[src/rtl/main_ctrl_pkg.sv]
// Shared encodings for the multicycle main control FSM: states, opcodes,
// ALU/PC/operand-select codes and the bundled control word.
package main_ctrl_pkg;

  typedef enum logic [3:0] {
    FETCH     = 4'd0,
    DECODE    = 4'd1,
    MEM_ADDR  = 4'd2,
    MEM_READ  = 4'd3,
    MEM_WB    = 4'd4,
    MEM_WRITE = 4'd5,
    R_EXEC    = 4'd6,
    R_WB      = 4'd7,
    BRANCH    = 4'd8,
    JUMP      = 4'd9,
    ADDI_EXEC = 4'd10,
    ADDI_WB   = 4'd11,
    TRAP      = 4'd12
  } state_t;

  localparam logic [5:0] OP_RTYPE = 6'b000000;
  localparam logic [5:0] OP_LW    = 6'b100011;
  localparam logic [5:0] OP_SW    = 6'b101011;
  localparam logic [5:0] OP_BEQ   = 6'b000100;
  localparam logic [5:0] OP_ADDI  = 6'b001000;
  localparam logic [5:0] OP_J     = 6'b000010;

  localparam logic [1:0] ALU_ADD   = 2'b00;
  localparam logic [1:0] ALU_SUB   = 2'b01;
  localparam logic [1:0] ALU_FUNCT = 2'b10;

  localparam logic [1:0] PC_ALU    = 2'b00;
  localparam logic [1:0] PC_ALUOUT = 2'b01;
  localparam logic [1:0] PC_JUMP   = 2'b10;

  localparam logic [1:0] SRCB_REGB  = 2'b00;
  localparam logic [1:0] SRCB_FOUR  = 2'b01;
  localparam logic [1:0] SRCB_IMM   = 2'b10;
  localparam logic [1:0] SRCB_SHIFT = 2'b11;

  typedef struct packed {
    logic       pcwrite;
    logic       pcwritecond;
    logic       iord;
    logic       memread;
    logic       memwrite;
    logic       irwrite;
    logic       memtoreg;
    logic       regwrite;
    logic       regdst;
    logic       alusrca;
    logic [1:0] aluopt;
    logic [1:0] pcsource;
    logic [1:0] alusrcb;
  } ctrl_t;

endpackage

[src/rtl/main_ctrl_decode.sv]
// Combinational map from the registered FSM state to datapath controls;
// only the FETCH write enables look at mem_ready.
module main_ctrl_decode
  import main_ctrl_pkg::*;
(
  input  state_t state,
  input  logic   mem_ready,
  input  logic   rst_n,
  output ctrl_t  ctrl
);

  always_comb begin
    ctrl = '0;
    case (state)
      FETCH: begin
        ctrl.memread = 1'b1;
        ctrl.alusrcb = SRCB_FOUR;
        ctrl.aluopt  = ALU_ADD;
        ctrl.pcsource = PC_ALU;
        ctrl.pcwrite = mem_ready;
        ctrl.irwrite = mem_ready;
      end
      DECODE: begin
        ctrl.alusrcb = SRCB_SHIFT;
        ctrl.aluopt  = ALU_ADD;
      end
      MEM_ADDR, ADDI_EXEC: begin
        ctrl.alusrca = 1'b1;
        ctrl.alusrcb = SRCB_IMM;
        ctrl.aluopt  = ALU_ADD;
      end
      MEM_READ: begin
        ctrl.memread = 1'b1;
        ctrl.iord    = 1'b1;
      end
      MEM_WRITE: begin
        ctrl.memwrite = 1'b1;
        ctrl.iord     = 1'b1;
      end
      MEM_WB: begin
        ctrl.regwrite = 1'b1;
        ctrl.memtoreg = 1'b1;
      end
      R_EXEC: begin
        ctrl.alusrca = 1'b1;
        ctrl.alusrcb = SRCB_REGB;
        ctrl.aluopt  = ALU_FUNCT;
      end
      R_WB: begin
        ctrl.regwrite = 1'b1;
        ctrl.regdst   = 1'b1;
      end
      BRANCH: begin
        ctrl.alusrca     = 1'b1;
        ctrl.alusrcb     = SRCB_REGB;
        ctrl.aluopt      = ALU_SUB;
        ctrl.pcwritecond = 1'b1;
        ctrl.pcsource    = PC_ALUOUT;
      end
      JUMP: begin
        ctrl.pcwrite  = 1'b1;
        ctrl.pcsource = PC_JUMP;
      end
      ADDI_WB: begin
        ctrl.regwrite = 1'b1;
      end
      default: ctrl = '0;
    endcase

    // The reset state is FETCH, which would otherwise drive a memory read
    if (!rst_n) begin
      ctrl.pcwrite     = 1'b0;
      ctrl.pcwritecond = 1'b0;
      ctrl.memread     = 1'b0;
      ctrl.memwrite    = 1'b0;
      ctrl.irwrite     = 1'b0;
      ctrl.regwrite    = 1'b0;
    end
  end

endmodule

[src/rtl/main_control_fsm.sv]
// Multicycle main control unit: state register, next-state logic and the
// sticky illegal-opcode flag; output decoding lives in main_ctrl_decode.
module main_control_fsm
  import main_ctrl_pkg::*;
#(
  parameter bit TRAP_ON_ILLEGAL = 1'b1
) (
  input  logic       clk,
  input  logic       rst_n,
  input  logic [5:0] opcode,
  input  logic       mem_ready,
  output logic [1:0] ALUopt,
  output logic       PCWrite,
  output logic       PCWriteCond,
  output logic       IorD,
  output logic       MemRead,
  output logic       MemWrite,
  output logic       IRWrite,
  output logic       MemtoReg,
  output logic       RegWrite,
  output logic       RegDst,
  output logic       ALUSrcA,
  output logic [1:0] PCSource,
  output logic [1:0] ALUSrcB,
  output logic       illegal,
  output logic [3:0] state
);

  state_t state_q;
  logic   illegal_q;
  ctrl_t  ctrl;

  // MEM_ADDR relies on opcode still holding the IR field latched during FETCH
  always_ff @(posedge clk or negedge rst_n) begin
    if (!rst_n) begin
      state_q   <= FETCH;
      illegal_q <= 1'b0;
    end else begin
      case (state_q)
        FETCH:     if (mem_ready) state_q <= DECODE;
        DECODE: begin
          case (opcode)
            OP_LW, OP_SW: state_q <= MEM_ADDR;
            OP_RTYPE:     state_q <= R_EXEC;
            OP_BEQ:       state_q <= BRANCH;
            OP_J:         state_q <= JUMP;
            OP_ADDI:      state_q <= ADDI_EXEC;
            default: begin
              if (TRAP_ON_ILLEGAL) begin
                state_q   <= TRAP;
                illegal_q <= 1'b1;
              end else begin
                state_q <= FETCH;
              end
            end
          endcase
        end
        MEM_ADDR:  state_q <= (opcode == OP_SW) ? MEM_WRITE : MEM_READ;
        MEM_READ:  if (mem_ready) state_q <= MEM_WB;
        MEM_WRITE: if (mem_ready) state_q <= FETCH;
        MEM_WB:    state_q <= FETCH;
        R_EXEC:    state_q <= R_WB;
        R_WB:      state_q <= FETCH;
        BRANCH:    state_q <= FETCH;
        JUMP:      state_q <= FETCH;
        ADDI_EXEC: state_q <= ADDI_WB;
        ADDI_WB:   state_q <= FETCH;
        TRAP:      state_q <= TRAP;
        default:   state_q <= FETCH;
      endcase
    end
  end

  main_ctrl_decode u_decode (
    .state     (state_q),
    .mem_ready (mem_ready),
    .rst_n     (rst_n),
    .ctrl      (ctrl)
  );

  assign PCWrite     = ctrl.pcwrite;
  assign PCWriteCond = ctrl.pcwritecond;
  assign IorD        = ctrl.iord;
  assign MemRead     = ctrl.memread;
  assign MemWrite    = ctrl.memwrite;
  assign IRWrite     = ctrl.irwrite;
  assign MemtoReg    = ctrl.memtoreg;
  assign RegWrite    = ctrl.regwrite;
  assign RegDst      = ctrl.regdst;
  assign ALUSrcA     = ctrl.alusrca;
  assign ALUopt      = ctrl.aluopt;
  assign PCSource    = ctrl.pcsource;
  assign ALUSrcB     = ctrl.alusrcb;
  assign illegal     = illegal_q;
  assign state       = state_q;

endmodule

[config.mk]
export PLATFORM = sky130hd
export DESIGN_NAME = main_control_fsm
export DESIGN_NICKNAME = d
export VERILOG_FILES = /design/src/rtl/main_ctrl_pkg.sv /design/src/rtl/main_ctrl_decode.sv /design/src/rtl/main_control_fsm.sv
export SDC_FILE = /design/constraint.sdc
export NUM_CORES = 1
export LEC_CHECK = 0
export BUFFER_PORTS_ARGS = -buffer_cell sky130_fd_sc_hd__buf_2
export CAP_MARGIN = 20
export CORE_MARGIN = 2
export CORE_UTILIZATION = 35
export DETAILED_ROUTE_END_ITERATION = 10
export GPL_TIMING_DRIVEN = 0
export REMOVE_ABC_BUFFERS = 1
export SETUP_SLACK_MARGIN = 0.1
export SYNTH_ARGS = -nofsm -noshare
export SYNTH_HDL_FRONTEND = slang
export SYNTH_SLANG_ARGS = --single-unit
[constraint.sdc]
create_clock -name clk -period 1.75 [get_ports clk]
set_input_delay 0 -clock clk [delete_from_list [all_inputs] [get_ports clk]]
set_output_delay 0 -clock clk [all_outputs]
set_load 0.05 [all_outputs]
==> flow_summary.ini, run 1 <==
[outcome]
status = finished, final reports clean

[sta]
rsz0062_at_grt = true
fmax_mhz = 643
tightest_slew_ns = 0.325
finalMaxSlewViolations = 0
fin_crit_sh = 0.888
setup_ws_ns = 0.195
fin_skew_ns = 0.000274
finalCriticalPeriod_ns = 1.55
hold_viol_final = 0
setup_tns_ns = 0
slew_headroom = 0.782
setup_violations = 0

[placed_design]
dp_slack_ns = 0.151
io_buffers = 29
post-dp-hpwl_mm = 1.11
gp_congestion = 0.841
postPlaceCellArea_um2 = 721

[grt]
grt_usage = 0.161
antenna_found_initial = 0
grt_first_pass_wirelength_mm = 2.51
grt_max_degree = 20
grt_pass1_vias = 608
grt_overflow = 0

[routing]
drt-initial-drc-count = 6
routed_wirelength_mm = 1.50
first_pass_iters = 4
vias = 695
wl_per_cell_um = 12.2
vias_per_cell = 5.65
ant_nets = 0
drcViolationCount = 0

[synthesis]
synth.distinct_cells = 35
yosysSeqAreaShare = 0.211
netlist_area_um2 = 594
syn_area_per_cell_um2 = 7.52
netlist_instances = 79
ys_ff_latch = 5
ys_warn_count = 0

[setup_path]
cp_slowest_cell = dfrtp_2
cp.required_ns = 1.75
startpoint_type = register
cp.arrival_ns = 1.55
endpoint_kind = output pin
max_stage_delay_ns = 0.52
crit_type = reg -> out
crit_buf_inv = 1
cp_cell_sequence = or3b_1, a21oi_1, clkbuf_4
cp_max_fo = 18
path_delay_family = flip-flops

[clocking]
htree_levels = 1
cts.sinks = 5
clkLatencyLatePin_ns = 0.23
cts_tree = done
cts_made_buffers = 3
cts_root_buf = clkbuf_4
cts_buffer_depth = 2
path_clk_slew_ns = 0.04

[floorplanning]
rows = 14
die-area_um2 = 2040
fp.coreArea_um2 = 1540
die_x_um = 45.2
start_util = 0.386
die_h_um = 45.2
ios = 30

[pwr]
power_w = 0.00157
power_density_nw_per_um2 = 2040
irDropWorstVdd_mv = 1.12
p_leak_nw = 0.347

[final_layout]
drive_above_1_share = 0.393
n_fill_cell = 173
diodes = 0
syn_to_final_growth_pct = 29.5
fin_nets = 117
fin_area_um2 = 769

[job]
cap_violations = 0

[worst_hold_path]
hp-class = in -> async
[final timing paths]
| kind | slack [ns] | cells after the start | end | from |
|---|---|---|---|---|
| min in group clk | 0.16 | 4 | state[1] | opcode[4] |
| max in group asynchronous | 1.45 | 2 | state[0] | rst_n |
| max reg2reg | 0.33 | 4 | state[2] | state[1] |
| min | 0.13 | 2 | state[0] | rst_n |
| max | 0.20 | 3 | ALUSrcB[1] | state[1] |
| min reg2reg | 0.45 | 1 | illegal | illegal |
[synthesized netlist by cell type]
cell type / instances / share of area
a211oi_1: 1 / 0.013
a21oi_1: 5 / 0.042
and2b_1: 1 / 0.013
and3_1: 2 / 0.021
and4_1: 2 / 0.029
and4bb_1: 1 / 0.021
buf_2: 4 / 0.034
buf_4: 1 / 0.013
buf_6: 1 / 0.019
dfrtp_1: 5 / 0.21
inv_1: 1 / 0.0063
maj3_2: 1 / 0.019
mux2_2: 1 / 0.019
nand2_1: 3 / 0.019
nand2b_1: 4 / 0.042
nand3_1: 4 / 0.034
nand4_1: 2 / 0.021
nor2_1: 8 / 0.051
nor2_2: 1 / 0.011
nor3_1: 6 / 0.051
nor3_2: 1 / 0.017
nor3b_1: 3 / 0.038
nor4_1: 4 / 0.042
nor4_2: 1 / 0.021
o211ai_1: 1 / 0.013
o21a_1: 2 / 0.025
o21ai_0: 1 / 0.0084
o21ai_1: 4 / 0.034
o22ai_1: 1 / 0.011
o22ai_2: 1 / 0.021
o31a_1: 1 / 0.015
or2_1: 1 / 0.011
or3b_1: 1 / 0.015
xnor2_1: 1 / 0.015
xor2_1: 2 / 0.029
[layout make-up]
class | instances | area (µm²) | share of cell area
Clock buffer | 4 | 26.3 | 0.0341
Inverter | 1 | 3.75 | 0.00488
Multi-Input combinational cell | 67 | 427 | 0.554
Sequential cell | 5 | 133 | 0.172
Tap cell | 16 | 20.0 | 0.0260
Timing Repair Buffer | 30 | 160 | 0.208
[per-layer routing]
layer	GRT usage	part of all wire	vias up
met2	0.303	0.46	26
met4	0.0353	0	0
met1	0.198	0.47	314
li1	-	-	355
met3	0.0120	0.068	0
met5	0	0	-
[registers in the layout (all words and copies together) (netlist names)]
register  flops
illegal       1
state         4
[stage by stage]
stage | cells | hold WS [ns] | util
after floorplan | 73 | -0.296 | -
after global placement | 118 | -0.162 | 0.468
after detailed placement | 118 | -0.164 | 0.468
after CTS | 123 | 0.127 | 0.494
after global routing | 123 | 0.133 | 0.499
final | 123 | 0.127 | 0.499
[placed cells by master, fill, tap and decap left out, types with 2 or more instances in the layout]
cell	count
buf_2	27
nor2_1	8
nor3_1	6
a21oi_1	5
clkbuf_4	5
nand2b_1	4
nor4_1	4
nand3_1	4
o21ai_1	4
nand2_1	3
nor3b_1	3
dfrtp_2	3
and4_1	2
o21a_1	2
and3_1	2
nand4_1	2
xor2_1	2
[kinds of logic (layout without fill, tap and decap cells)]
logic type,after synthesis,after routing,share of synthesized area
AOI/OAI and AO/OA,17,17,0.181
xor gates and xnor gates,3,3,0.0442
adders and majority gates,1,1,0.0189
buffers and inverters,7,35,0.0716
DFF,5,5,0.211
muxes,1,1,0.0189
and+or+nand+nor,45,45,0.455
[what timing repair did]
action | 4_1_cts | 5_1_grt
setup buffers | 0 | 0
endpoints found under the hold margin | 5 | 0
endpoints found under the setup margin | 5 | 6
hold buffers | 1 | 0
gates resized for setup | 3 | 4
[where the power goes]
part	switching [W]	leakage (nW)	internal, W
logic	0.000801	0.276	0.000309
registers	0.000174	0.0559	0.000163
clock network	0.0000400	0.0150	0.0000857
Note: power is estimated with default switching activity, not from simulation.
==> inputs of run 2 (changes only) <==
--- a/config.mk
+++ b/config.mk
@@ -11,6 +11,7 @@
 export CORE_UTILIZATION = 35
 export DETAILED_ROUTE_END_ITERATION = 10
 export GPL_TIMING_DRIVEN = 0
+export PLACE_DENSITY = 0.67
 export REMOVE_ABC_BUFFERS = 1
 export SETUP_SLACK_MARGIN = 0.1
 export SYNTH_ARGS = -nofsm -noshare
==> constraint.sdc (replaced) <==
create_clock -name clk -period 1.3 [get_ports clk]
set_input_delay 0 -clock clk [delete_from_list [all_inputs] [get_ports clk]]
set_output_delay 0 -clock clk [all_outputs]
set_load 0.05 [all_outputs]
==> flow_summary.ini, run 2 (same netlist as run 1, synthesis figures left out) <==
[placed_design]
dp_slack_ns = -0.265
numPlacedInstances = 118
gp_congestion = 0.837
io_buffers = 29
post-dp-hpwl_mm = 1.11

[routing]
first_pass_iters = 4
wl_per_cell_um = 19.1
drcViolationCount = 0
ant_nets = 0
drt-initial-drc-count = 16
routed_wirelength_mm = 2.85
vias = 905
vias_per_cell = 6.07

[pwr]
p_sw_frac = 0.559
seq_power_share = 0.100
comb_power_share = 0.834
power_density_nw_per_um2 = 2750
irDropWorstVdd_mv = 1.74
p_sw_w = 0.00182
clockPowerShare = 0.066
p_leak_nw = 0.520
p_int_w = 0.00144

[grt]
grt_usage = 0.250
grt_overflow = 0
antenna_found_initial = 0
grt_pass1_vias = 793
grt_max_degree = 10
grt_first_pass_wirelength_mm = 3.53

[worst_hold_path]
hp-class = in -> reg

[setup_path]
ff2ff_path_depth = 6
cp-endpoint = IRWrite
crit_path_start = state[3]
crit_type = reg -> out
r2r_end = state[2]
r2r_start = state[1]
cp_cell_sequence = buf_4, nor2_4, and4_1, buf_6
cp_max_fo = 7
cp.required_ns = 1.30
cp_slowest_cell = dfrtp_2
cp.arrival_ns = 1.51
reg2reg_slack_ns = -0.19
max_stage_delay_ns = 0.47
startpoint_type = register
endpoint_kind = output pin

[floorplanning]
ios = 30
rows = 14
die_h_um = 45.2
die_x_um = 45.2
start_util = 0.386
fp.coreArea_um2 = 1540
die-area_um2 = 2040

[final_layout]
fin_cells = 149
n_fill_cell = 88
layout_common_cells = buf_4 (22), buf_6 (20), buf_2 (12)
largest_register_ffs = 4
diodes = 0
fin_nets = 143
final_common_cell = buf_4
syn_to_final_growth_pct = 99.4
drive_above_1_share = 0.662

[clocking]
cts_tree = done
htree_levels = 1
cts_buffer_depth = 2
cts.sinks = 5
clkLatencyLatePin_ns = 0.27
cts_root_buf = clkbuf_4
cts_made_buffers = 3
path_clk_slew_ns = 0.06

[sta]
hold_viol_final = 0
tightest_slew_ns = 0.355
fin_skew_ns = 0.00419
setup_ws_ns = -0.214
fmax_mhz = 660
fin_crit_sh = 1.16
finalCriticalPeriod_ns = 1.51
whs_ns = 0.164
setup_tns_ns = -2.06
setup_violations = 19
slew_headroom = 0.763
rsz0062_at_grt = true
finalMaxSlewViolations = 0

[outcome]
status = complete, but fails checks
failed_checks = setup timing

[job]
cap_violations = 0
[run 2: changes by cell type in the layout (fill, tap and decap cells not counted), moves of 4 or more]
cell / previous run / this run
a21oi_1: 5 / 1
nor3_1: 6 / 2
buf_4: 0 / 22
buf_6: 0 / 20
buf_2: 27 / 12
nand2b_1: 4 / 0
a21oi_2: 0 / 4
[run 2: critical path: cells and delay by family, from the launching register on]
family        cells  cell delay, ns
buf+inv           2            0.35
flops             1            0.47
simple gates      2            0.43
[run 2: through the flow]
step / cell area [µm²] / util / total power, W
after detailed placement: 721 / 0.468 / 0.00191
final: 1180 / 0.769 / 0.00326
after global placement: 721 / 0.468 / 0.00189
after floorplan: 556 / - / 0.00158
after global routing: 1180 / 0.769 / 0.00339
after CTS: 1080 / 0.704 / 0.00286
[run 2: cell type report]
class,instances,area (µm²),area share
clock buffer,4,26.3,0.0222
inverter,1,3.75,0.00317
multi-input combinational,67,537,0.453
sequential,5,130,0.110
tap,16,20.0,0.0169
timing repair buffer,56,468,0.395
[run 2: worst min path at each step]
stage,slack [ns],from,to,cells past startpoint
floorplan,-0.30,rst_n,illegal,0
global placement,-0.16,rst_n,illegal,1
detailed placement,-0.16,rst_n,illegal,1
CTS,0.14,opcode[4],state[1],4
global route,0.19,opcode[4],state[1],4
finish,0.16,opcode[4],state[1],4
[run 2: layer usage]
layer,vias to the layer above,wire length (µm),global-route usage,share of wire
met5,-,0,0,0
met4,0,123,0.218,0.043
li1,402,-,-,-
met1,417,986,0.247,0.35
met3,15,253,0.0200,0.089
met2,71,1480,0.457,0.52
[run 2: repair_timing]
| item | in CTS | in global routing |
|---|---|---|
| hold buffers | 1 | 0 |
| hold endpoints to repair | 5 | 0 |
| setup buffers | 21 | 5 |
| endpoints found under the setup margin | 25 | 22 |
| pin swaps | 4 | 5 |
| resized for setup | 55 | 16 |
[run 2: power groups by stage]
| stage | sequential (W) | clock, W | combinational (W) |
|---|---|---|---|
| after floorplan | 0.000543 | 0 | 0.00104 |
| after global placement | 0.000423 | 0 | 0.00147 |
| after detailed placement | 0.000427 | 0 | 0.00148 |
| after CTS | 0.000315 | 0.000194 | 0.00235 |
| after global routing | 0.000334 | 0.000227 | 0.00283 |
| final | 0.000327 | 0.000213 | 0.00272 |
